`src/rtl/mem_stage_pkg.sv`:
```
// -----------------------------------------------------------------------------
// mem_stage_pkg
// Shared definitions for the MEM stage of the 5-stage LoongArch pipeline:
// bus widths, load-op bit indices, the load-tracking FSM state encoding and
// the packed layout of the EX->MEM bus.
// -----------------------------------------------------------------------------
package mem_stage_pkg;

    localparam int XLEN = 32;   // datapath / pc width
    localparam int RA_W = 5;    // register-number width

    localparam int ES_TO_MS_BUS_WD = 78;
    localparam int MS_TO_WS_BUS_WD = 70;
    // {ms_valid, ms_ready_go, rf_we, dest[4:0], result[31:0]}; the width is
    // the sum of those fields.
    localparam int MS_TO_DS_BUS_WD = 3 + RA_W + XLEN;

    // ld_op one-hot bit positions, ordered {b, h, w, bu, hu}
    localparam int LD_OP_W = 5;
    localparam int LD_B    = 4;
    localparam int LD_H    = 3;
    localparam int LD_W    = 2;
    localparam int LD_BU   = 1;
    localparam int LD_HU   = 0;

    // Load-tracking FSM
    typedef enum logic [1:0] {
        S_IDLE = 2'd0,   // no load outstanding
        S_WAIT = 2'd1,   // load issued, waiting for data_ok
        S_HOLD = 2'd2    // data arrived while WB stalled; held in rdata_buf
    } ms_state_e;

    // EX->MEM bus layout (78 bits)
    typedef struct packed {
        logic [LD_OP_W-1:0] ld_op;
        logic               mem_ld;
        logic               rf_we;
        logic [RA_W-1:0]    dest;
        logic [1:0]         addr_lo;
        logic [XLEN-1:0]    alu_res;
        logic [XLEN-1:0]    pc;
    } es_to_ms_t;

endpackage

```
`src/rtl/mem_ld_align.sv`:
```
// -----------------------------------------------------------------------------
// mem_ld_align
// Combinational load-data extractor. Picks the addressed byte / half-word out
// of the 32-bit SRAM word and sign- or zero-extends it.
// Ports:
//   rdata   in  32  raw load word (live SRAM data or buffered copy)
//   addr_lo in  2   byte offset within the word
//   ld_op   in  5   one-hot {b, h, w, bu, hu}
//   result  out 32  aligned, extended load value
// -----------------------------------------------------------------------------
module mem_ld_align
    import mem_stage_pkg::*;
(
    input  logic [XLEN-1:0]    rdata,
    input  logic [1:0]         addr_lo,
    input  logic [LD_OP_W-1:0] ld_op,
    output logic [XLEN-1:0]    result
);

    logic [7:0]  byte_sel;
    logic [15:0] half_sel;

    // Selecting rdata[8*addr_lo +: 8] is the low byte of rdata >> (8*addr_lo);
    // halves only use addr_lo[1] since EX guarantees alignment.
    assign byte_sel = rdata[{addr_lo, 3'b000} +: 8];
    assign half_sel = addr_lo[1] ? rdata[31:16] : rdata[15:0];

    always_comb begin
        // NOTE: result gets a default first so no path through this block can infer a latch.
        result = '0;
        if (ld_op[LD_B])
            result = {{24{byte_sel[7]}}, byte_sel};
        else if (ld_op[LD_BU])
            result = {24'd0, byte_sel};
        else if (ld_op[LD_H])
            result = {{16{half_sel[15]}}, half_sel};
        else if (ld_op[LD_HU])
            result = {16'd0, half_sel};
        else if (ld_op[LD_W])
            result = rdata;
    end

endmodule

```
`src/rtl/mem_stage.sv`:
```
// -----------------------------------------------------------------------------
// mem_stage
// MEM stage of the 5-stage LoongArch pipeline. Latches EX results, waits for
// the data-SRAM load response (sram-like data_ok), aligns/extends load data
// and hands {rf_we, dest, result, pc} to WB under a valid/allowin handshake.
// Destination info is also fed back to decode for stall or bypass.
//
// Configuration macro: MS_FWD_EN
//   defined   -> ms_to_ds_bus carries ms_ready_go and final_result (bypass)
//   undefined -> those two fields are driven 0 (decode stalls on dest match)
//
// Ports:
//   clk               in   1   core clock
//   reset             in   1   asynchronous, active-high reset
//   ms_allowin        out  1   MEM can accept from EX this cycle
//   es_to_ms_valid    in   1   EX holds a valid instruction
//   es_to_ms_bus      in   78  {ld_op,mem_ld,rf_we,dest,addr_lo,alu_res,pc}
//   ws_allowin        in   1   WB can accept
//   ms_to_ws_valid    out  1   MEM presents a completed instruction
//   ms_to_ws_bus      out  70  {rf_we,dest,final_result,pc}
//   data_sram_data_ok in   1   load response valid (one pulse per load)
//   data_sram_rdata   in   32  load response data
//   ms_to_ds_bus      out  40  {ms_valid,ms_ready_go,rf_we,dest,result}
// -----------------------------------------------------------------------------
module mem_stage
    import mem_stage_pkg::*;
(
    input  logic                       clk,
    input  logic                       reset,
    output logic                       ms_allowin,
    input  logic                       es_to_ms_valid,
    input  logic [ES_TO_MS_BUS_WD-1:0] es_to_ms_bus,
    input  logic                       ws_allowin,
    output logic                       ms_to_ws_valid,
    output logic [MS_TO_WS_BUS_WD-1:0] ms_to_ws_bus,
    input  logic                       data_sram_data_ok,
    input  logic [XLEN-1:0]            data_sram_rdata,
    output logic [MS_TO_DS_BUS_WD-1:0] ms_to_ds_bus
);

    es_to_ms_t       es_in;
    es_to_ms_t       ms_r;
    logic            ms_valid;
    ms_state_e       state;
    logic [XLEN-1:0] rdata_buf;

    logic            buf_vld;
    logic            data_ok_q;
    logic            ms_ready_go;
    logic            capture;
    logic [XLEN-1:0] load_data;
    logic [XLEN-1:0] ld_result;
    logic [XLEN-1:0] final_result;

    assign es_in = es_to_ms_bus;

    // A data_ok outside WAIT has no outstanding load to match; drop it.
    assign buf_vld   = (state == S_HOLD);
    assign data_ok_q = data_sram_data_ok & (state == S_WAIT);

    assign ms_ready_go    = !ms_r.mem_ld | data_ok_q | buf_vld;
    assign ms_allowin     = !ms_valid | (ms_ready_go & ws_allowin);
    assign ms_to_ws_valid = ms_valid & ms_ready_go;
    assign capture        = es_to_ms_valid & ms_allowin;

    // Once the response has been buffered the live SRAM bus is no longer ours.
    assign load_data = buf_vld ? rdata_buf : data_sram_rdata;

    mem_ld_align u_ld_align (
        .rdata   (load_data),
        .addr_lo (ms_r.addr_lo),
        .ld_op   (ms_r.ld_op),
        .result  (ld_result)
    );

    assign final_result = ms_r.mem_ld ? ld_result : ms_r.alu_res;
    assign ms_to_ws_bus = {ms_r.rf_we, ms_r.dest, final_result, ms_r.pc};

`ifdef MS_FWD_EN
    assign ms_to_ds_bus = {ms_valid, ms_ready_go, ms_r.rf_we, ms_r.dest, final_result};
`else
    assign ms_to_ds_bus = {ms_valid, 1'b0, ms_r.rf_we, ms_r.dest, {XLEN{1'b0}}};
`endif

    // Pipeline register
    always_ff @(posedge clk or posedge reset) begin
        if (reset) begin
            ms_valid <= 1'b0;
            // NOTE: the payload register is cleared too, not just the valid bit,
            // so the outputs never show X after reset.
            ms_r     <= '0;
        end else begin
            // NOTE: non-blocking assignments keep every register sampling pre-edge values.
            if (ms_allowin)
                ms_valid <= es_to_ms_valid;
            if (capture)
                ms_r <= es_in;
        end
    end

    // Load-tracking FSM. A capture always restarts tracking for the incoming
    // instruction, which covers handoff and new-load capture in one cycle.
    always_ff @(posedge clk or posedge reset) begin
        if (reset) begin
            state     <= S_IDLE;
            rdata_buf <= '0;
        end else if (capture) begin
            state <= es_in.mem_ld ? S_WAIT : S_IDLE;
        end else begin
            unique case (state)
                S_WAIT: begin
                    if (data_sram_data_ok) begin
                        if (ws_allowin) begin
                            state <= S_IDLE;
                        end else begin
                            state     <= S_HOLD;
                            rdata_buf <= data_sram_rdata;
                        end
                    end
                end
                S_HOLD: begin
                    if (ws_allowin)
                        state <= S_IDLE;
                end
                default: state <= S_IDLE;
            endcase
        end
    end

endmodule

```
`config.mk`:
```
export PLATFORM = sky130hd
export DESIGN_NAME = mem_stage
export DESIGN_NICKNAME = d
export VERILOG_FILES = /design/src/rtl/mem_stage_pkg.sv /design/src/rtl/mem_ld_align.sv /design/src/rtl/mem_stage.sv
export SDC_FILE = /design/constraint.sdc
export NUM_CORES = 1
export LEC_CHECK = 0
export ABC_AREA = 1
export BUFFER_PORTS_ARGS = -buffer_cell sky130_fd_sc_hd__buf_2
export CAP_MARGIN = 20
export CORE_MARGIN = 1
export CORE_UTILIZATION = 45
export CTS_CLUSTER_DIAMETER = 60
export DETAILED_ROUTE_END_ITERATION = 7
export GPL_ROUTABILITY_DRIVEN = 0
export PLACE_DENSITY = 0.83
export REMOVE_ABC_BUFFERS = 1
export SKIP_CTS_REPAIR_TIMING = 1
export SLEW_MARGIN = 5
export SYNTH_ARGS = -nofsm -noshare
export SYNTH_HDL_FRONTEND = slang
export SYNTH_SLANG_ARGS = --single-unit
```
`constraint.sdc`:
```
create_clock -name clk -period 3.4 [get_ports clk]
set_clock_uncertainty 0.1 [all_clocks]
set_input_delay 0.17 -clock clk [delete_from_list [all_inputs] [get_ports clk]]
set_output_delay 0.17 -clock clk [all_outputs]
set_load 0.01 [all_outputs]
```
==> flow_summary.json <==
{
  "grt_pass1_vias": 6247,
  "min_period_ns": 2.98,
  "path_delay_family": "simple AND/OR/NAND/NOR gates",
  "hp-start": "ws_allowin",
  "antenna_left": 0,
  "initial_core_util_pct": 46.7,
  "clock_latency_ns": 0.41,
  "synth_area_mm2": 0.00688,
  "ys_seq_area_share_pct": 41.1,
  "synth_edf_count": 0,
  "crit_top_cell": "nand2_1",
  "die_area_mm2": 0.0158,
  "wl_um": 20700,
  "area_growth_pct": 33.3,
  "p_leak_nw": 5.19,
  "drive_gt1_share_pct": 23.1,
  "grt_usage_pct": 25.0,
  "cts_max_path_buffers": 2,
  "finish.utilization_pct": 62.2,
  "antenna-diode-count": 0,
  "violations": "design-rule violations",
  "clkPwrFrac_pct": 22.4,
  "die_height_um": 126,
  "htree_levels": 4,
  "synth_top_family_by_area": "simple AND/OR/NAND/NOR gates",
  "yosys.area_share.simple_pct": 37.4,
  "mostFrequentLayoutCell": "nand2_1",
  "cts-root-buf": "clkbuf_16",
  "period_share_pct": 87.5,
  "seq_power_share_pct": 30.0,
  "die_x_um": 126,
  "viasPerCell": 5.00,
  "crit_path_end_kind": "output pin",
  "layout_common_cells": "496 x nand2_1, 193 x buf_2, 113 x dfrtp_1, 112 x dlygate4sd3_1, 109 x nand3_1",
  "final-hold-violation-count": 0,
  "synthAdderAreaFrac_pct": 0,
  "fin_setup_tns_ns": 0,
  "routedWlPerCell_um": 14.8,
  "synth_ff_type": "dfrtp_1",
  "core_mm2": 0.0148,
  "clk_pin_slew_ns": 0.05,
  "cellInternalPower_w": 0.00457,
  "grt_setup_unrepaired": "no",
  "whs_ns": 0.00867,
  "muxShareOfSynthArea_pct": 4.09,
  "antenna_found_initial": 0,
  "port_buffers": 193,
  "setup_viol": 0,
  "netSwitchingPower_w": 0.00341,
  "whs_path_depth": 4,
  "hold_path.class": "in -> reg",
  "cpPeakStageDelay_ns": 0.46,
  "numCtsBuffers": 17,
  "overflow": 0,
  "clock_sinks": 113,
  "crit_type": "reg -> out",
  "crit_required_ns": 3.13,
  "drc_errors": 15,
  "grt_max_degree": 76,
  "fill_cells": 1248,
  "max-slew-margin-rel_pct": 46.1,
  "ff2ff_path_depth": 11,
  "critPathArrivalTime_ns": 2.71,
  "synth_warnings": 0,
  "ys_ff_latch": 113,
  "status": "finished, violations left",
  "first_pass_iters": 8,
  "path_buf_inv": 1,
  "drv_slew": 0,
  "synthXorXnorAreaFrac_pct": 0,
  "synthCells": 969,
  "maxCapViolations": 0,
  "fmax_mhz": 336,
  "synth_compound_area_share_pct": 2.84,
  "vias": 7035,
  "rows": 44,
  "r2r_end": "state[0]",
  "avgSynthCellArea_um2": 7.10,
  "switching_share_pct": 42.8,
  "cpMaxStageDelayCell": "nand3_2",
  "cp-start-kind": "flip-flop",
  "power_frac_comb_pct": 47.6,
  "async_flop_share_pct": 100,
  "tightest_slew_ns": 0.808,
  "drt-initial-drc-count": 660,
  "tritoncts": "done",
  "worst_ir_drop_vdd_mv": 0.504,
  "regToRegStartpoint": "state[1]",
  "grt_pass1_wl_um": 30400,
  "dp_hpwl_um": 12900,
  "min_to": "ms_valid",
  "r2r_slack_ns": 0.47,
  "path_cells": "nor2_4 -> nand2_1 -> nand2_1 -> nand2_1 -> nand3_2 -> nand3_2 -> a21oi_1 -> buf_2",
  "crit_fanout": 24,
  "fin_nets": 1324,
  "io_pins": 227,
  "ys_types": 22,
  "power.density_mw_per_mm2": 869
}
synth_stat cells (4+ instances only):
master | instances | share of area (%)
clkbuf_1 | 22 | 1.2
inv_1 | 23 | 1.3
inv_2 | 4 | 0.22
nor2_1 | 11 | 0.60
buf_2 | 15 | 1.1
o21ai_0 | 14 | 1.0
nand2_1 | 496 | 27
buf_6 | 8 | 1.3
nand3_1 | 109 | 7.9
buf_4 | 84 | 9.2
nand3_2 | 6 | 0.87
mux2_2 | 25 | 4.1
a21oi_1 | 25 | 1.8
dfrtp_1 | 113 | 41
power by group through the flow:
stage               registers [W]  clock network (W)  logic, W
detailed placement        0.00237                  0   0.00364
finish                    0.00239            0.00179   0.00380
floorplan                 0.00249                  0   0.00210
global placement          0.00237                  0   0.00356
CTS                       0.00237            0.00181   0.00364
global route              0.00246            0.00189   0.00425
routing by layer:
| metal | GRT usage, % | up-vias | share of wire, % |
|---|---|---|---|
| li1 | - | 3406 | - |
| met1 | 31.1 | 3233 | 41 |
| met2 | 40.8 | 360 | 49 |
| met3 | 6.24 | 36 | 8.3 |
| met4 | 11.8 | 0 | 2.4 |
| met5 | 0 | - | 0 |
worst min-delay path: stages:
cell and delay [ns]:
buf_2 0.11, nand2_1 0.06, nand2_2 0.07, nand2_1 0.06
stage by stage:
step	total power (W)	setup WS [ns]	area, um^2	cells
floorplan	0.00460	0.143	6120	870
global placement	0.00593	0.912	7460	1262
detailed placement	0.00601	0.845	7460	1262
CTS	0.00783	0.381	8060	1294
global route	0.00860	0.215	9180	1406
finish	0.00798	0.424	9180	1406
sequential cells by signal, summed over array words and instances (netlist names):
signal        cells
ms_valid          1
ms_to_ds_bus      6
state             2
ms_to_ws_bus     32
ms_r             40
rdata_buf        32
cells by family (layout without fill, tap and decap cells):
group,count (synthesis),count (layout)
AND/OR/NAND/NOR,630,630
buffers and inverters,161,382
flip-flops,113,113
AO/OA/AOI/OAI,39,39
multiplexers,25,25
other,1,33
how the worst max path moves through the flow:
stage	from	endpoint	slack, ns	depth (start not counted)
2_1_floorplan	reset	ms_r[32]	0.14	1
3_5_place_dp	state[0]	ms_to_ws_bus[41]	0.84	8
4_1_cts	state[0]	ms_to_ws_bus[41]	0.38	8
5_1_grt	state[0]	ms_to_ws_bus[41]	0.21	8
6_report	state[0]	ms_to_ws_bus[41]	0.42	8
3_3_place_gp	state[0]	ms_to_ws_bus[41]	0.91	8
layout make-up:
cell class | instances | area [um^2] | share of cell area, %
Multi-Input combinational cell | 727 | 3180 | 34.6
Sequential cell | 113 | 2830 | 30.8
Timing Repair Buffer | 320 | 2220 | 24.2
Clock buffer | 21 | 470 | 5.13
Tap cell | 184 | 230 | 2.51
Clock inverter | 11 | 129 | 1.40
Inverter | 30 | 115 | 1.25
Note: power is estimated with default switching activity, not from simulation.
